## src/rtl/alu_pkg.sv

```systemverilog
// Shared ALU writeback definitions: opcode encoding, FSM states, latency width
// and the captured-result record used by alu_writeback.
package alu_pkg;

    localparam int OPC_W  = 5;
    localparam int DEST_W = 4;
    localparam int LAT_W  = 6;

    localparam logic [OPC_W-1:0] ALU_OP_ADD = 5'b10001;
    localparam logic [OPC_W-1:0] ALU_OP_SUB = 5'b10010;
    localparam logic [OPC_W-1:0] ALU_OP_MUL = 5'b10011;
    localparam logic [OPC_W-1:0] ALU_OP_DIV = 5'b10100;
    localparam logic [OPC_W-1:0] ALU_OP_AND = 5'b10101;
    localparam logic [OPC_W-1:0] ALU_OP_OR  = 5'b10110;
    localparam logic [OPC_W-1:0] ALU_OP_XOR = 5'b10111;

    typedef enum logic [1:0] {
        ST_IDLE = 2'b00,
        ST_WAIT = 2'b01,
        ST_HOLD = 2'b10
    } wb_state_e;

    typedef struct packed {
        logic [DEST_W-1:0] dest;
        logic [31:0]       hi;
        logic [31:0]       lo;
        logic              hi_we;
        logic              zero;
    } wb_data_t;

    // MUL and DIV produce a full 64-bit result and may need extra cycles.
    function automatic logic is_long_op(input logic [OPC_W-1:0] opc);
        return (opc == ALU_OP_MUL) || (opc == ALU_OP_DIV);
    endfunction

endpackage

```

## src/rtl/alu_lat_counter.sv

```systemverilog
// Loadable down-counter for multi-cycle ALU ops; tc_o flags the last wait cycle.
module alu_lat_counter
    import alu_pkg::*;
(
    input  logic             clk_i,
    input  logic             rst_ni,
    input  logic             clear_i,
    input  logic             load_i,
    input  logic [LAT_W-1:0] load_val_i,
    input  logic             dec_i,
    output logic             tc_o
);

    logic [LAT_W-1:0] cnt_q, cnt_d;

    always_comb begin
        cnt_d = cnt_q;
        if (clear_i)
            cnt_d = '0;
        else if (load_i)
            cnt_d = load_val_i;
        else if (dec_i && (cnt_q != '0))
            cnt_d = cnt_q - LAT_W'(1);
    end

    always_ff @(posedge clk_i or negedge rst_ni) begin
        if (!rst_ni)
            cnt_q <= '0;
        else
            cnt_q <= cnt_d;
    end

    assign tc_o = (cnt_q == LAT_W'(1));

endmodule

```

## src/rtl/alu_writeback.sv

```systemverilog
// Captures the ALU result after the opcode's latency and holds it for the
// register file handshake. Optional abort input under macro ALU_WB_ABORT_EN.
module alu_writeback
    import alu_pkg::*;
#(
    parameter int MUL_LAT = 1,
    parameter int DIV_LAT = 32
) (
    input  logic              clk,
    input  logic              clr,
    input  logic              op_valid,
    output logic              op_ready,
`ifdef ALU_WB_ABORT_EN
    input  logic              abort,
`endif
    input  logic [OPC_W-1:0]  opcode,
    input  logic [DEST_W-1:0] dest,
    input  logic [63:0]       alu_result,
    output logic              wb_valid,
    input  logic              wb_ready,
    output logic [DEST_W-1:0] wb_dest,
    output logic [31:0]       wb_lo,
    output logic [31:0]       wb_hi,
    output logic              hi_we,
    output logic              zero_flag,
    output logic              busy
);

    wb_state_e         state_q;
    logic [OPC_W-1:0]  opc_q;
    logic [DEST_W-1:0] dest_q;
    logic              wb_valid_q;
    wb_data_t          wb_q;
    wb_data_t          cap_d;

    logic              accept;
    logic              start_wait;
    logic              cap_long;
    logic [LAT_W-1:0]  op_lat;
    logic              cnt_tc;
    logic              abort_hit;

`ifdef ALU_WB_ABORT_EN
    assign abort_hit = abort && (state_q != ST_IDLE);
`else
    assign abort_hit = 1'b0;
`endif

    assign op_ready   = (state_q == ST_IDLE);
    assign busy       = (state_q != ST_IDLE);
    assign accept     = op_valid && op_ready;
    assign op_lat     = (opcode == ALU_OP_MUL) ? LAT_W'(MUL_LAT) : LAT_W'(DIV_LAT);
    assign start_wait = is_long_op(opcode) && (op_lat != '0);

    // In IDLE the live opcode/dest are captured; from WAIT the latched ones.
    assign cap_long = (state_q == ST_IDLE) ? is_long_op(opcode) : is_long_op(opc_q);

    always_comb begin
        cap_d       = '0;
        cap_d.dest  = (state_q == ST_IDLE) ? dest : dest_q;
        cap_d.hi    = alu_result[63:32];
        cap_d.lo    = alu_result[31:0];
        cap_d.hi_we = cap_long;
        cap_d.zero  = cap_long ? (alu_result == 64'd0) : (alu_result[31:0] == 32'd0);
    end

    alu_lat_counter u_lat_cnt (
        .clk_i      (clk),
        .rst_ni     (clr),
        .clear_i    (abort_hit),
        .load_i     (accept && start_wait),
        .load_val_i (op_lat),
        .dec_i      (state_q == ST_WAIT),
        .tc_o       (cnt_tc)
    );

    always_ff @(posedge clk or negedge clr) begin
        if (!clr) begin
            state_q    <= ST_IDLE;
            opc_q      <= '0;
            dest_q     <= '0;
            wb_valid_q <= 1'b0;
            wb_q       <= '0;
        end else begin
            unique case (state_q)
                ST_IDLE: begin
                    if (accept) begin
                        opc_q  <= opcode;
                        dest_q <= dest;
                        if (start_wait) begin
                            state_q <= ST_WAIT;
                        end else begin
                            wb_q       <= cap_d;
                            wb_valid_q <= 1'b1;
                            state_q    <= ST_HOLD;
                        end
                    end
                end
                ST_WAIT: begin
                    if (abort_hit) begin
                        state_q <= ST_IDLE;
                    end else if (cnt_tc) begin
                        wb_q       <= cap_d;
                        wb_valid_q <= 1'b1;
                        state_q    <= ST_HOLD;
                    end
                end
                ST_HOLD: begin
                    // Data stays visible after the handshake; only the enables drop.
                    if (abort_hit || wb_ready) begin
                        wb_valid_q <= 1'b0;
                        wb_q.hi_we <= 1'b0;
                        state_q    <= ST_IDLE;
                    end
                end
                default: state_q <= ST_IDLE;
            endcase
        end
    end

    assign wb_valid  = wb_valid_q;
    assign wb_dest   = wb_q.dest;
    assign wb_lo     = wb_q.lo;
    assign wb_hi     = wb_q.hi;
    assign hi_we     = wb_q.hi_we;
    assign zero_flag = wb_q.zero;

endmodule

```

## config.mk

```make
export PLATFORM = sky130hd
export DESIGN_NAME = alu_writeback
export DESIGN_NICKNAME = d
export VERILOG_FILES = /design/src/rtl/alu_pkg.sv /design/src/rtl/alu_lat_counter.sv /design/src/rtl/alu_writeback.sv
export SDC_FILE = /design/constraint.sdc
export NUM_CORES = 1
export LEC_CHECK = 0
export BUFFER_PORTS_ARGS = -buffer_cell sky130_fd_sc_hd__buf_2
export CORE_MARGIN = 2
export CORE_UTILIZATION = 33
export DETAILED_ROUTE_END_ITERATION = 12
export GPL_ROUTABILITY_DRIVEN = 0
export SYNTH_ARGS = -nofsm -noshare
export SYNTH_HDL_FRONTEND = slang
export SYNTH_HIERARCHICAL = 1
export SYNTH_SLANG_ARGS = --single-unit
```

## constraint.sdc

```tcl
create_clock -name clk -period 4.9 [get_ports clk]
set_clock_uncertainty 0.1 [all_clocks]
set_input_delay 0.98 -clock clk [delete_from_list [all_inputs] [get_ports clk]]
set_output_delay 0.98 -clock clk [all_outputs]
set_load 0.005 [all_outputs]
```

==> results of run 1 <==
[stage by stage]
stage	power, mW	setup WS (ns)	util [%]	area (sq um)
final	2.378	2.158	44.24	5051
after global routing	2.520	2.047	44.24	5051
after global placement	1.687	1.853	41.63	4753
after CTS	2.408	2.172	44.24	5051
after floorplan	1.399	2.529	-	3881
after detailed placement	1.710	1.829	41.63	4753
[power by group through the flow]
stage          clock network, mW  registers, mW  logic (mW)
2_1_floorplan                  0           1.07       0.327
3_3_place_gp                   0           1.05       0.635
3_5_place_dp                   0           1.06       0.648
4_1_cts                    0.706           1.05       0.650
5_1_grt                    0.744           1.08       0.697
6_report                   0.689           1.05       0.638
[sequential cells by signal, indices dropped and copies added (netlist names)]
register,count
dest_q,4
hi_we,1
opc_q,5
state_q,2
u_lat_cnt/cnt_q,6
wb_dest,4
wb_hi,32
wb_lo,32
wb_valid,1
zero_flag,1
[routing by layer]
layer / vias to the layer above / track usage (%)
met5: - / 0
met4: 0 / 6.748
met3: 14 / 4.266
met2: 103 / 23.90
met1: 1368 / 19.18
li1: 1317 / -
[worst max-delay path: cells and delay by family]
kind,cells,cell delay (ns)
and+or+nand+nor,1,0.27
buffers and inverters,1,0.11
muxes,1,0.42
AOI/OAI and AO/OA,2,1.04
[synthesized netlist by cell type (all sizes together) (2+ instances only)]
master and number:
a311oi 2, and2 2, and3b 2, buf 9
dfrtp 88, ha 2, inv 8, mux2 81
mux2i 2, nand2 9, nand4 4, nor2 3
nor2b 5, nor3 3, nor3b 2, nor4 17
o211ai 6, o21a 2, o21ai 3, or2 3
or3 3, or4 2
[worst min path at each step]
stage,depth (start not counted),slack [ns],endpoint
finish,2,0.37,wb_valid$_DFFE_PN0P_
global route,1,0.41,wb_hi[3]$_DFFE_PN0P_
CTS,2,0.38,wb_valid$_DFFE_PN0P_
detailed placement,2,0.36,wb_valid$_DFFE_PN0P_
global placement,2,0.36,wb_valid$_DFFE_PN0P_
floorplan,2,0.37,wb_valid$_DFFE_PN0P_
[layout make-up]
class	instances	area share (%)
clock buffers	12	4.880
clock inverters	4	1.016
inverters	9	0.7679
multi-input cells	171	31.24
flip-flops and latches	88	43.60
well taps	143	3.542
repair buffers	150	14.96
[cell families (layout without fill, tap and decap cells)]
logic type / Yosys count / in the layout
adder cells (fa/ha/maj): 2 / 2
AO/OA/AOI/OAI: 22 / 22
multiplexers: 83 / 83
flip-flops: 88 / 88
AND/OR/NAND/NOR: 59 / 59
other: 1 / 5
buffers and inverters: 18 / 175
==> impl_summary.md, run 1 <==
Yosys
The average footprint of a synthesized cell is 14.16 sq um. The cell taking the most area after synthesis is dfrtp_1. Sorting the synthesized cells by area gives the leading types as dfrtp_1 57%, mux2_2 19%, mux2_4 6.2%. The number of flops mapped to enable cells by yosys is 0. Yosys printed 6 warnings. Of the total synthesized cell area, the portion taken by full adders, half adders and majority gates is 0.6472%. For this run, the leading register cell type out of synthesis is dfrtp_1.

The share of synthesized flip-flops with an asynchronous set or reset is 100.0%. After technology mapping, the gate count stands at 273. The post-synthesis share of cell area spent on xor and xnor gates is 0%. Yosys mapped the design onto 43 distinct sky130hd cell types. The share of synthesized area in the top cell type comes to 56.96%. Summing the areas of all compound-gate instances in the mapped netlist gives 4.434% of the synthesized area. For this run, the register share of the synthesized area comes to 56.96%. The post-synthesis share of cell area spent on and, or, nand and nor gates is 9.579%. Summing every instance area after synthesis gives 3866 sq um. Measured against the total synthesized area, the mux share comes to 25.66%.

The largest family of logic cells by synthesized area is multiplexers. The number of synthesized register bits is 88.

CTS
TritonCTS built the clock tree. The clock transition at the register clock pins on the worst setup and hold paths after CTS is 0.06 ns. The cell at the root of the clock tree is clkbuf_16. The H-tree depth is 3. Counting the buffers created by CTS gives 9. Counting along the longest clock path gives a buffer depth of 2. The number of gates resized after CTS was 0. The clock net in this run drives a total of 88 sinks.

In this run, post-CTS hold repair placed 0 buffers. In this run the post-CTS setup repair buffer count came out at 0. For the worst-skew pair, the clock arrives at the later sink with an insertion delay of 0.34 ns.

Power and ir drop
IR analysis of the VDD net gives a maximum drop of 0.0001757 V. In this run the power spent charging and discharging nets is 643.2 uW. The clock network is responsible for 29.0% of the overall power.

The fraction of power consumed by sequential logic is 44.2%. The part of the power in combinational logic is 26.8%. The standby leakage power is 2.393 nW. Net switching is 27.05% of the power. The cell-internal power is 1.735 mW. The power density of the placed cells is 470.8 nW/um^2.

Final layout
In the final design database the tool counted 508 nets. The post-route non-filler standard cell count is 577. In the layout the commonest cells are 148 x buf_2, 88 x dfrtp_1, 65 x mux2_2, 17 x nor4_1, 16 x mux2_4. The number of inserted diodes is 0. Leaving out fill and tap cells, the most frequent cell in the layout is buf_2. The number of fill cells is 1,058. The synthesis-to-finish area growth is 30.65%. The multi-input combinational cell area is 1578 sq um. Summing all flip-flop and latch instances after layout gives 2202 sq um. The fraction of layout cells with a size suffix above 1 is 58.53%.

Placement
Detailed placement finished with a half-perimeter wire length of 6.749 mm. Port buffering added 149 buffers. The number of placed cells counting well taps is 561.

GRT
The initial antenna violation count is 0. The maximum number of pins on one net before global-route repair is 69. After global routing the overflow that remains totals 0. The first global-routing pass estimated 14.83 mm of wire. The number of global-route vias before repair was 2,928.

Global routing used 15.03% of the available tracks across all layers.

Setup path
The longest individual stage delay on the worst path is 0.82 ns. The worst reg2reg path endpoint is wb_lo[22]$_DFFE_PN0P_. Counting cells, the worst reg-to-reg path comes to 5. The worst setup path is launched from an input pin. The startpoint-to-endpoint class of the critical path is input pin to flip-flop. Setup slack on the worst reg-to-reg path comes out at 2.45 ns. Of all nets on the critical path, the largest fanout is 68. The critical path starts at opcode[1]. The data arrival time of the critical path is 2.87 ns. The startpoint identified for the worst register-to-register timing path is u_lat_cnt/cnt_q[4]$_DFFE_PN0P_.

Data on the critical path is required at its endpoint by 5.02 ns. Following the worst setup path forward leads to its endpoint at wb_lo[26]$_DFFE_PN0P_. The kind of end point of the critical path is a flip-flop. For this design, the slowest cell found on the critical path is o21a_4.

Walking the worst path, the cells encountered are buf_2 -> nor3b_1 -> o21a_1 -> o21a_4 -> mux2_2.

Timing
The final clock period utilization by the worst path is 55.96%. The hold violation count in the final report is 0. The final number of max-transition violations is 0.

Headroom to the max-slew limit came out at 30.38%. Setup repair after global routing left no endpoint under its margin. The number of failing setup endpoints in the final timing report is 0.

The transition time at the pin with the least slew margin is 1.044 ns. In the final timing run, aggregate negative setup slack is 0 ns. The tightest hold margin is 0.3734 ns. The time the worst path needs with I/O delays and setup is 2.742 ns. The maximum frequency from static timing analysis is 364.7 MHz.

Drt
The amount of wire on met3 after detailed routing is 547 microns. The routed via count is 2,802. The count of routing violations after the opening detailed-route iteration is 112.

The count of nets left with antenna violations after detail routing is 0. The detailed router put a total of 4.052 mm of wire on met1. The per-cell routed wire length is 15.82 microns.

The number of optimization iterations in the first detailed-route pass is 4. The via count normalized by instance count is 4.856. For this block, the routed nets add up to 9.126 mm of wire.

The routed design uses 4.324 mm of met2 wire. The number of remaining DRC errors is 0. The top metal layer carrying routed signals is met4.

Floorplanning
150 I/O pins were placed. For this configuration, the core starts out at a cell density of 33.86%. The row count is 39. The die covers 12,600 sq um.

In this run the horizontal extent of the chip is 112.2 microns. The area of the core is 11,420 sq um. From bottom edge to top edge, the die measures 112.2 microns.

Flow run
Across the run, the number of max-cap violations was 0.

Status
The run finished with clean final reports.

Hold path
The startpoint of the most critical hold path is wb_valid$_DFFE_PN0P_. The worst hold-check path type is flip-flop to flip-flop.
Note: power is estimated with default switching activity, not from simulation.
==> run 2: changes to the inputs <==
- clock period: 4.9 -> 2.3 ns (I/O delays scaled with it)
==> run 2 against run 1 <==
  * Sequential share of layout area fell by 0.92 points
  * Worst hold slack got worse by 0.31 ns
  * Sequential cell count did not move
  * Design area rose by 2.2%
  * Largest power group unchanged
  * Register-to-register slack got worse by 2.3 ns
  * Wire length fell by 0.42%
  * Non-clock buffer count rose by 7
  * Die area did not move
  * Via count fell by 1.1%
  * Core utilization rose by 0.95 points
==> impl_summary.md, run 2 (same netlist as run 1, synthesis figures left out) <==
CTS
The TritonCTS buffer count is 9 (unchanged). The CTS sink count is 88 (unchanged). The clock transition at the register clock pins on the worst setup and hold paths after CTS is 0.07 ns (about the same). The post-cts repair resize count is 0 (unchanged). The maximum clock insertion buffer count was 2 (unchanged). The buffers inserted during post-CTS setup optimization is 0 (unchanged). The cell at the root of the clock tree is clkbuf_16. The CTS tree is done. The clock latency reported for the late side of the worst-skew pair came to 0.34 ns (about the same). The number of hold buffers added after CTS is 0 (unchanged). The H-tree depth is 3 (unchanged).

Final layout
The final cell area excluding filler cells is 5160 sq um (+2.2%). The synthesis-to-finish area growth is 33.46%. The final layout net count is 515 (+1.4%). The post-route non-filler standard cell count came to 584 (+1.2%). The multi-input combinational cell area was 1578 sq um (unchanged). The fraction of layout cells with a size suffix above 1 was 59.64% (+1.1 points).

The number of fill cells was 1,076 (+1.7%). The flip-flop and latch area came to 2202 sq um (unchanged). The leading cell type in the layout, fill and taps excluded is buf_2.

The number of inserted diodes is 0 (unchanged). In the layout the commonest cells are 148 x buf_2, 88 x dfrtp_1, 65 x mux2_2, 17 x nor4_1, 16 x mux2_4.

Drt
The overall routed net length was 9.088 mm (-0.42%). The number of optimization iterations in the first detailed-route pass is 2 (-2). The count of nets left with antenna violations after detail routing is 0 (unchanged).

The via count normalized by instance count came to 4.743 (-2.3%). The count of routing violations after the opening detailed-route iteration came to 79 (-29%). The routed via count is 2,770 (-1.1%).

The per-cell routed wire length is 15.56 microns (-1.6%). The number of remaining DRC errors is 0 (unchanged).

Status
The flow ran to the end, and the final reports show no timing, DRC or antenna violations.

Timing
The number of failing setup endpoints in the final timing report is 0 (unchanged). The final number of max-transition violations is 0 (unchanged). The final clock period utilization by the worst path is 91.43%. The time the worst path needs with I/O delays and setup is 2.103 ns. The headroom to the max-slew limit is 56.41% (+26 points). Timing would allow up to 475.5 MHz.

The hold violation count in the final report is 0 (unchanged). Setup repair after global routing left no endpoint under its margin. The transition time at the pin with the least slew margin is 0.6470 ns (-0.3974 ns). The sum of negative setup slack came to 0 ns (unchanged).

Floorplanning
The initial standard-cell utilization of the core is 33.86% (unchanged). The area of the core is 11,420 sq um (unchanged). The horizontal die dimension is 112.2 microns (unchanged). The row count is 39 (unchanged).

The die footprint is 12,600 sq um (unchanged). The number of top-level pins is 150 (unchanged). The die height is 112.2 microns (unchanged).

Power and ir drop
The power density of the placed cells was 1009 nW/um^2 (+110%). The total design power is 5.208 mW (+120%). The highest ir drop seen on vdd is 0.0004926 V (+180%).

The standby leakage power came to 2.447 nW (+2.2%).

Flow run
The count of maximum capacitance violations is 0 (unchanged).

Setup path
STA classifies the critical path startpoint as a flip-flop. The required arrival time at the worst endpoint is 2.42 ns (-2.60 ns). The setup path with the least slack is of type flip-flop to flip-flop. The worst setup path is captured at a flip-flop. The critical-path maximum fanout is 13 (-81%).

The data arrival time of the critical path is 2.22 ns (-0.65 ns).

GRT
The maximum number of pins on one net before global-route repair is 89 (+29%). The initial antenna violation count is 0 (unchanged). The number of global-route vias before repair is 2,875 (-1.8%).

The aggregate global-route resource usage is 15.07% (+0.032 points). The total congestion overflow after global routing is 0 (unchanged). The global-route wire length before repair is 14.90 mm (+0.51%).

Hold path
In this run the worst hold path is classified as input pin to async pin.

Placement
The number of placed cells counting well taps is 568 (+1.2%). The post-detailed-placement half-perimeter wirelength is 6.877 mm (+1.9%). The placed instance area is 4831 sq um (+1.6%). The number of input and output port buffers inserted came to 149 (unchanged).
==> run 2: worst paths after layout <==
kind,cells after the start,to,startpoint,slack (ns)
max,5,wb_dest[1]$_DFFE_PN0P_,state_q[0]$_DFFE_PN0P_,0.20
min reg2reg,2,wb_valid$_DFFE_PN0P_,wb_valid$_DFFE_PN0P_,0.38
min,2,wb_hi[5]$_DFFE_PN0P_,clr,0.06
max reg2reg,5,wb_dest[1]$_DFFE_PN0P_,state_q[0]$_DFFE_PN0P_,0.20
min in group clk,2,state_q[1]$_DFFE_PN0P_,wb_ready,0.25
max in group asynchronous,2,hi_we$_DFFE_PN0P_,clr,1.69
==> run 2: final cells by class <==
cell class                      count  area share (%)
Multi-Input combinational cell    171           30.58
Tap cell                          143           3.468
Inverter                            9          0.7517
Timing Repair Buffer              157           16.15
Sequential cell                    88           42.68
Clock inverter                      7           2.013
Clock buffer                        9           4.365
==> run 2: per-stage QoR <==
| stage | setup slack (ns) | utilization (%) | hold WS (ns) |
|---|---|---|---|
| after floorplan | 0.2842 | - | 0.06441 |
| after global placement | 0.1562 | 42.31 | 0.3603 |
| after detailed placement | 0.1145 | 42.31 | 0.3782 |
| after CTS | 0.1980 | 45.19 | 0.07108 |
| after global routing | 0.03371 | 45.19 | 0.08712 |
| final | 0.1970 | 45.19 | 0.06019 |
==> run 2: power breakdown <==
group          total, mW  switching, mW  internal, mW
sequential          2.24          0.230          2.01
combinational       1.38          0.548         0.834
clock               1.59          0.627         0.962
==> run 2: per-layer routing <==
metal | share of wire [%] | vias to the layer above | GRT usage, % | wire length, microns
met5 | 0 | - | 0 | 0
met4 | 1.5 | 0 | 6.098 | 140
met3 | 5.2 | 9 | 3.834 | 477
met2 | 48 | 77 | 23.78 | 4378
met1 | 45 | 1350 | 19.94 | 4091
li1 | - | 1334 | - | -
==> run 2: critical path, stage by stage, from the launching register on <==
cell and delay (ns):
dfrtp_1 0.39, or2_4 0.29, clkinv_4 0.09, nand2_4 0.13, o21ai_0 0.57, mux2_2 0.40
